$ cat src/rtl/phase_sequencer.sv
// Phase sequencer: single-clock divider that produces a clock-enable tick and
// walks the processor through FETCH/DECODE/EXECUTE/WRITEBACK. It supports
// stall and single-step debug.
//
// The sequencer has no valid/ready handshake. Downstream registers run on clk
// and capture only in a cycle where their phase_en bit is high. phase_en is a
// one-cycle qualifier and never a held level.
//
// The phase output is the FSM state register, exposed directly for debug.
module phase_sequencer #(
  parameter int DIV_W       = 4,
  parameter int DEFAULT_DIV = 8
) (
  input  logic             clk,
  input  logic             reset,
  input  logic             div_load,
  input  logic [DIV_W-1:0] div_value,
  input  logic             stall,
  input  logic             step_mode,
  input  logic             step_req,
  output logic             tick,
  output logic [1:0]       phase,
  output logic [3:0]       phase_en,
  output logic             cycle_done,
  output logic [DIV_W-1:0] div_ratio
);

  // Ratios 0 and 1 both mean "tick every cycle".
  localparam logic [DIV_W-1:0] RESET_RATIO =
    (DEFAULT_DIV < 2) ? DIV_W'(1) : DIV_W'(DEFAULT_DIV);

  typedef enum logic [1:0] {
    PH_FETCH     = 2'd0,
    PH_DECODE    = 2'd1,
    PH_EXECUTE   = 2'd2,
    PH_WRITEBACK = 2'd3
  } phase_t;

  logic [DIV_W-1:0] ratio_q;
  logic [DIV_W-1:0] cnt_q;
  logic             tick_q;
  logic [DIV_W-1:0] load_ratio;
  logic [DIV_W-1:0] ratio_last;

  logic             token_q;
  logic             step_req_q;
  logic             step_rise;
  logic             go;
  logic             advance;

  phase_t           state_q;
  phase_t           state_d;

  assign load_ratio = (div_value == '0) ? DIV_W'(1) : div_value;
  assign ratio_last = ratio_q - DIV_W'(1);

  // The phase may move only when it is neither stalled nor waiting for a step token.
  assign go        = ~stall & (~step_mode | token_q);
  assign advance   = tick_q & go;
  assign step_rise = step_req & ~step_req_q;

  // Divider: a load restarts the count from the load edge and wins over a wrap.
  always_ff @(posedge clk) begin
    if (reset) begin
      ratio_q <= RESET_RATIO;
      cnt_q   <= '0;
      tick_q  <= 1'b0;
    end else if (div_load) begin
      ratio_q <= load_ratio;
      cnt_q   <= '0;
      tick_q  <= 1'b0;
    end else if (cnt_q == ratio_last) begin
      cnt_q   <= '0;
      tick_q  <= 1'b1;
    end else begin
      cnt_q   <= cnt_q + DIV_W'(1);
      tick_q  <= 1'b0;
    end
  end

  // Step token: a rising request arms the token. A step-mode advance consumes it.
  // A new request on the consuming edge wins, so that request is not lost.
  always_ff @(posedge clk) begin
    if (reset) begin
      token_q    <= 1'b0;
      step_req_q <= 1'b0;
    end else begin
      step_req_q <= step_req;
      if (step_rise) begin
        token_q <= 1'b1;
      end else if (advance & step_mode) begin
        token_q <= 1'b0;
      end
    end
  end

  // Phase state register. Reset abandons any partial instruction.
  always_ff @(posedge clk) begin
    if (reset) begin
      state_q <= PH_FETCH;
    end else begin
      state_q <= state_d;
    end
  end

  // Next phase and one-hot enable. Both are active only on an advancing tick.
  always_comb begin
    state_d  = state_q;
    phase_en = 4'b0000;
    if (advance) begin
      case (state_q)
        PH_FETCH: begin
          phase_en = 4'b0001;
          state_d  = PH_DECODE;
        end
        PH_DECODE: begin
          phase_en = 4'b0010;
          state_d  = PH_EXECUTE;
        end
        PH_EXECUTE: begin
          phase_en = 4'b0100;
          state_d  = PH_WRITEBACK;
        end
        default: begin
          phase_en = 4'b1000;
          state_d  = PH_FETCH;
        end
      endcase
    end
  end

  assign tick       = tick_q;
  assign phase      = state_q;
  assign cycle_done = phase_en[3];
  assign div_ratio  = ratio_q;

endmodule
$ cat config.mk
export PLATFORM = sky130hd
export DESIGN_NAME = phase_sequencer
export DESIGN_NICKNAME = d
export VERILOG_FILES = /design/src/rtl/phase_sequencer.sv
export SDC_FILE = /design/constraint.sdc
export NUM_CORES = 1
export LEC_CHECK = 0
export CAP_MARGIN = 5
export CORE_MARGIN = 1
export CORE_UTILIZATION = 30
export DETAILED_ROUTE_END_ITERATION = 7
export PLACE_DENSITY = 0.61
export SLEW_MARGIN = 5
export SYNTH_ARGS = -nofsm -noshare
export SYNTH_HDL_FRONTEND = slang
export SYNTH_SLANG_ARGS = --single-unit
$ cat constraint.sdc
create_clock -name clk -period 4.09 [get_ports clk]
set_input_delay 0.818 -clock clk [delete_from_list [all_inputs] [get_ports clk]]
set_output_delay 0.818 -clock clk [all_outputs]
set_load 0.02 [all_outputs]
* After elaboration in Yosys (flattened, before gate mapping)
Cells that the tools add are included.
** Storage, ports and cells
- Memory bits (writable) :: 0
- Bits of input ports :: 10
- Flip-flop bits (word level) :: 13
- Output and inout port bits :: 12
- Memories kept :: 0
- ROM bits :: 0
- Word-level logic and storage cells :: 31
- Latch bits :: 0
** Cells by class
- $lt $le $gt $ge :: 0
- Bitwise gates (word level) :: 8
- Multiply operators :: 0
- Reduce and logical (&&, ||, !) cells :: 5
- Multiplexer cells :: 7
- Divide/modulo/power cells :: 0
- $add $sub $neg :: 2
- Shift operators :: 0
- Equality and inequality tests :: 3
** Operator list (count)
- one-hot mux 4 bit (3 select lines) :: 1
- two-way mux 4 bit :: 2
- one-hot mux 2 bit (3 select lines) :: 1
- adder 4 x 1 -> 4 bit (second input constant) :: 1
- bitwise AND 1 bit :: 4
- == test 4 bit :: 1
- zero test 4 bit :: 1
- subtractor 4 x 1 -> 4 bit (second input constant) :: 1
- two-way mux 1 bit :: 3
- inverter 1 bit :: 3
- OR reduction 3 bit :: 1
- == test 2 x 1 -> 1 bit (second input constant) :: 1
- == test 2 bit (second input constant) :: 1
- zero test 2 bit :: 1
- nonzero test 2 bit :: 1
- OR reduction 2 bit :: 1
- OR 1 bit :: 1

* Longest topological paths before layout
- Depth after elaboration :: 7
- Mapped depth :: 5
- Depth with buffers taken out :: 5

* Worst setup path after synthesis
Ideal clock, no wire load.
- Path type :: input port to output port
- Start point :: input port stall
- End point :: output port phase_en[3]
- Arrival time :: 1.524 ns
- Required time :: 3.272 ns
- Path buffers :: 1
- Slack :: 1.748 ns
- Cell stages on the path :: 3
- Cell sequence :: nor2b_1 -> and3_1 -> buf_4
** Between the ends
- Word-level cells in the longest chain between the ends :: 4
** RTL lines
- from (decl) :: line 18 : input logic stall,
- inverter 1 bit :: line 58 : assign go = ~stall & (~step_mode | token_q);
- bitwise AND 1 bit :: line 58
- bitwise AND 1 bit :: line 59 : assign advance = tick_q & go;
- two-way mux 4 bit :: line 110 : if (advance) begin
- to (decl) :: line 23 : output logic [3:0] phase_en,
No other way between the ends.

* Final worst setup path
Same ends and word-level chain as after synthesis.

==> results by group <==
Worst setup path
  • CP endpoint kind: primary output
  • R2r setup slk: 2.50 ns
  • CP most frequent cell: clkdlybuf4s50_1
  • Crit path to: phase_en[3]
  • R2R cell count: 5
  • Worst Path Required: 3.27 ns
  • Slowest stage delay, CP: about 0.6 ns
  • Crit-path max FO: 6
  • Worst path cell trace: clkdlybuf4s50_1 -> nor2b_1 -> and3_1 -> clkdlybuf4s50_1
  • Worst R2R Start: div_ratio[0]$_SDFFE_PP0P_
  • CP Launch Type: input pin
  • Worst R2R End: cnt_q[3]$_SDFF_PP0_
  • Crit Path Category: input pin to primary output
  • Slowest cell on crit path: clkdlybuf4s50_1
  • Crit path from: stall
  • Data arrival, critical path: 2.36 ns

Clock network
  • CTS Buf Count: 3
  • CTS root buf: clkbuf_4
  • Setup Buffers After CTS: 0
  • Worst skew pair latency: 0.27 ns
  • Max Root-Sink Buffers: 2
  • CTS clock-pin slew for the worst setup and hold paths: 0.08 ns
  • H-tree Lvls: 1
  • Hold buffer count at cts: 0
  • CTS tree: built
  • TritonCTS Sinks: 13
  • CTS resizes: 0

Yosys
  • Mean Syn Cell Area: around 10 sq um
  • Top cells by area, synth: dfxtp_1 35%, ha_1 14%, and3_1 4.3%, a2111oi_4 3.7%, xnor2_1 3.6%
  • Most used DFF post-synth: dfxtp_1
  • Largest area contributor in the netlist: dfxtp_1
  • Post-Syn Nets: 93
  • Synth Instances: 75
  • Ys async rst share: 0%
  • Syn. warnings: 0
  • Register area share after synthesis: 35.43%
  • Synth Cell Area: 734.5 sq um
  • Number of synthesized flops with an enable pin: 0
  • Number of synthesized register bits: 13
  • Cell variety after synth: 25
  • Synth top cells by count: 13 x dfxtp_1, 8 x ha_1
  • Yosys top cell area share: 35.43%
  • Most common cell in the synthesized netlist: dfxtp_1

Run status
  • Status: finished, final reports clean

Timing
  • Period utilization: 77.66%
  • Final setup violation count: 0
  • Slew @ Worst Pin: about 0.58 ns
  • Setup tns final: 0 ns
  • Final min period: between 3 and 4 ns
  • Slew Limit Fails: 0
  • Hold Fails Final Rpt: 0
  • Slew HR: 60.99%
  • RSZ-0062 raised after global routing: false
  • Maximum operating frequency: 0.3148 GHz
  • Final setup skew: ~0.0014 ns

Hold path
  • Hold-critical path depth: 2
  • HP Class: flip-flop to flip-flop

Drt
  • Routed WL per cell: 10.98 microns
  • DRT iter0 DRCs: 3
  • DRC viols: 0
  • WL final: roughly 1400 microns
  • DRT antenna net count: 0
  • Drt via density: between 4 and 5
  • Detailed-route via count: 568
  • 1st-pass router iterations: 2

Floorplanning
  • Die width: 51.48 microns
  • Row Count: 17
  • Initial core utilization: 32.57%
  • Die Y: 51.48 microns
  • Core ar.: 0.002255 sq mm
  • Die ar.: 0.002650 sq mm
  • Io pins: 22

GRT
  • Initial antenna violation count: 0
  • Pin count of the biggest net entering global routing: 12
  • First-pass GRT wire length: 2484 microns
  • Vias in the first global route: 571
  • Global-route usage over all layers: between 10% and 20%
  • Grt total ovfl: 0

Cells and area
  • Antenna Cells: 0
  • Final nets: 116
  • Layout cells sized above 1: roughly 7.2%
  • P&R area growth vs syn: 34.92%

Placed design
  • Post-DP HPWL: around 1000 microns
  • PortBufs: 21
  • Final GP Congestion: around 0.71

Power and ir drop
  • Tot Pwr: 0.2675 mW
  • Static Leak: approximately 0.40 nW
  • Power per cell area: 270.0 mW/mm^2
  • Max IR drop VDD: 0.1712 mV

Run
  • Max-Cap Viols: 0
## power by group
part           leakage [nW]  switching, mW  internal, mW
combinational         0.276         0.0255        0.0267
clock                0.0150         0.0407        0.0377
sequential            0.107        0.00525         0.132
total                 0.397         0.0715         0.196
## metrics by stage
step           instance area [sq um]  std cells  util, %  hold slack [ns]  worst slack (ns)
6_report                       991.0        125    43.95           0.4873            0.9136
4_1_cts                        991.0        125    43.95           0.4977            0.9146
5_1_grt                        991.0        125    43.95           0.5069            0.7701
3_3_place_gp                   964.7        121    42.79           0.4764            0.9579
2_1_floorplan                  734.5         75        -           0.4625             1.748
3_5_place_dp                   964.7        121    42.79           0.4862            0.9176
## routing by layer
metal,wire (microns),global-route usage (%),vias to the layer above
met4,18,6.757,0
li1,-,-,298
met2,678,21.43,15
met3,67,2.381,2
met5,0,0,-
met1,608,14.34,253
## sequential cells by signal, summed over array words and instances, names as in the netlist
| signal | flops |
|---|---|
| phase | 2 |
| cnt_q | 4 |
| div_ratio | 4 |
| tick | 1 |
| step_req_q | 1 |
| token_q | 1 |
## worst min-delay path by stage
| stage | startpoint | end |
|---|---|---|
| 2_1_floorplan | step_req_q$_SDFF_PP0_ | token_q$_SDFFE_PP0P_ |
| 3_3_place_gp | step_req_q$_SDFF_PP0_ | token_q$_SDFFE_PP0P_ |
| 3_5_place_dp | step_req_q$_SDFF_PP0_ | token_q$_SDFFE_PP0P_ |
| 4_1_cts | step_req_q$_SDFF_PP0_ | token_q$_SDFFE_PP0P_ |
| 5_1_grt | step_req_q$_SDFF_PP0_ | token_q$_SDFFE_PP0P_ |
| 6_report | step_req_q$_SDFF_PP0_ | token_q$_SDFFE_PP0P_ |
## worst max-delay path: cells and delay by family
| family | cells | cell delay, ns |
|---|---|---|
| buf+inv | 2 | 1.01 |
| simple gates | 2 | 0.53 |
## final cells by class
type / count / area (sq um)
fillers: 254 / 1264
repair buffers: 21 / 210.2
multi-input cells: 54 / 440.4
well taps: 28 / 35.03
inverters: 5 / 18.77
clock buffers: 4 / 26.28
flip-flops and latches: 13 / 260.3
## cells by family (layout without fill, tap and decap cells)
logic type               count (synthesis)  after routing  synth area share (%)
multiplexers                             2              2                 2.726
XOR/XNOR                                 7              7                 10.56
flip-flops                              13             13                 35.43
AO/OA/AOI/OAI                           11             11                 12.78
adder cells (fa/ha/maj)                  8              8                 13.63
AND/OR/NAND/NOR                         26             26                 20.27
buffers and inverters                    8             30                 4.601
## cells in the final DEF (no fill, tap or decap), drive strengths merged
cell,instances
and3,5
nor3,4
inv,5
xnor2,3
nor2b,4
nand3,2
clkdlybuf4s50,21
mux2i,2
xor3,1
ha,8
a211oi,1
a21oi,5
dfxtp,13
a2111oi,2
nand2,2
nor2,5
clkbuf,4
nand2b,3
xor2,3
a211o,1
o21ai,2
nor4,1
Power figures use the tool's default switching activity.
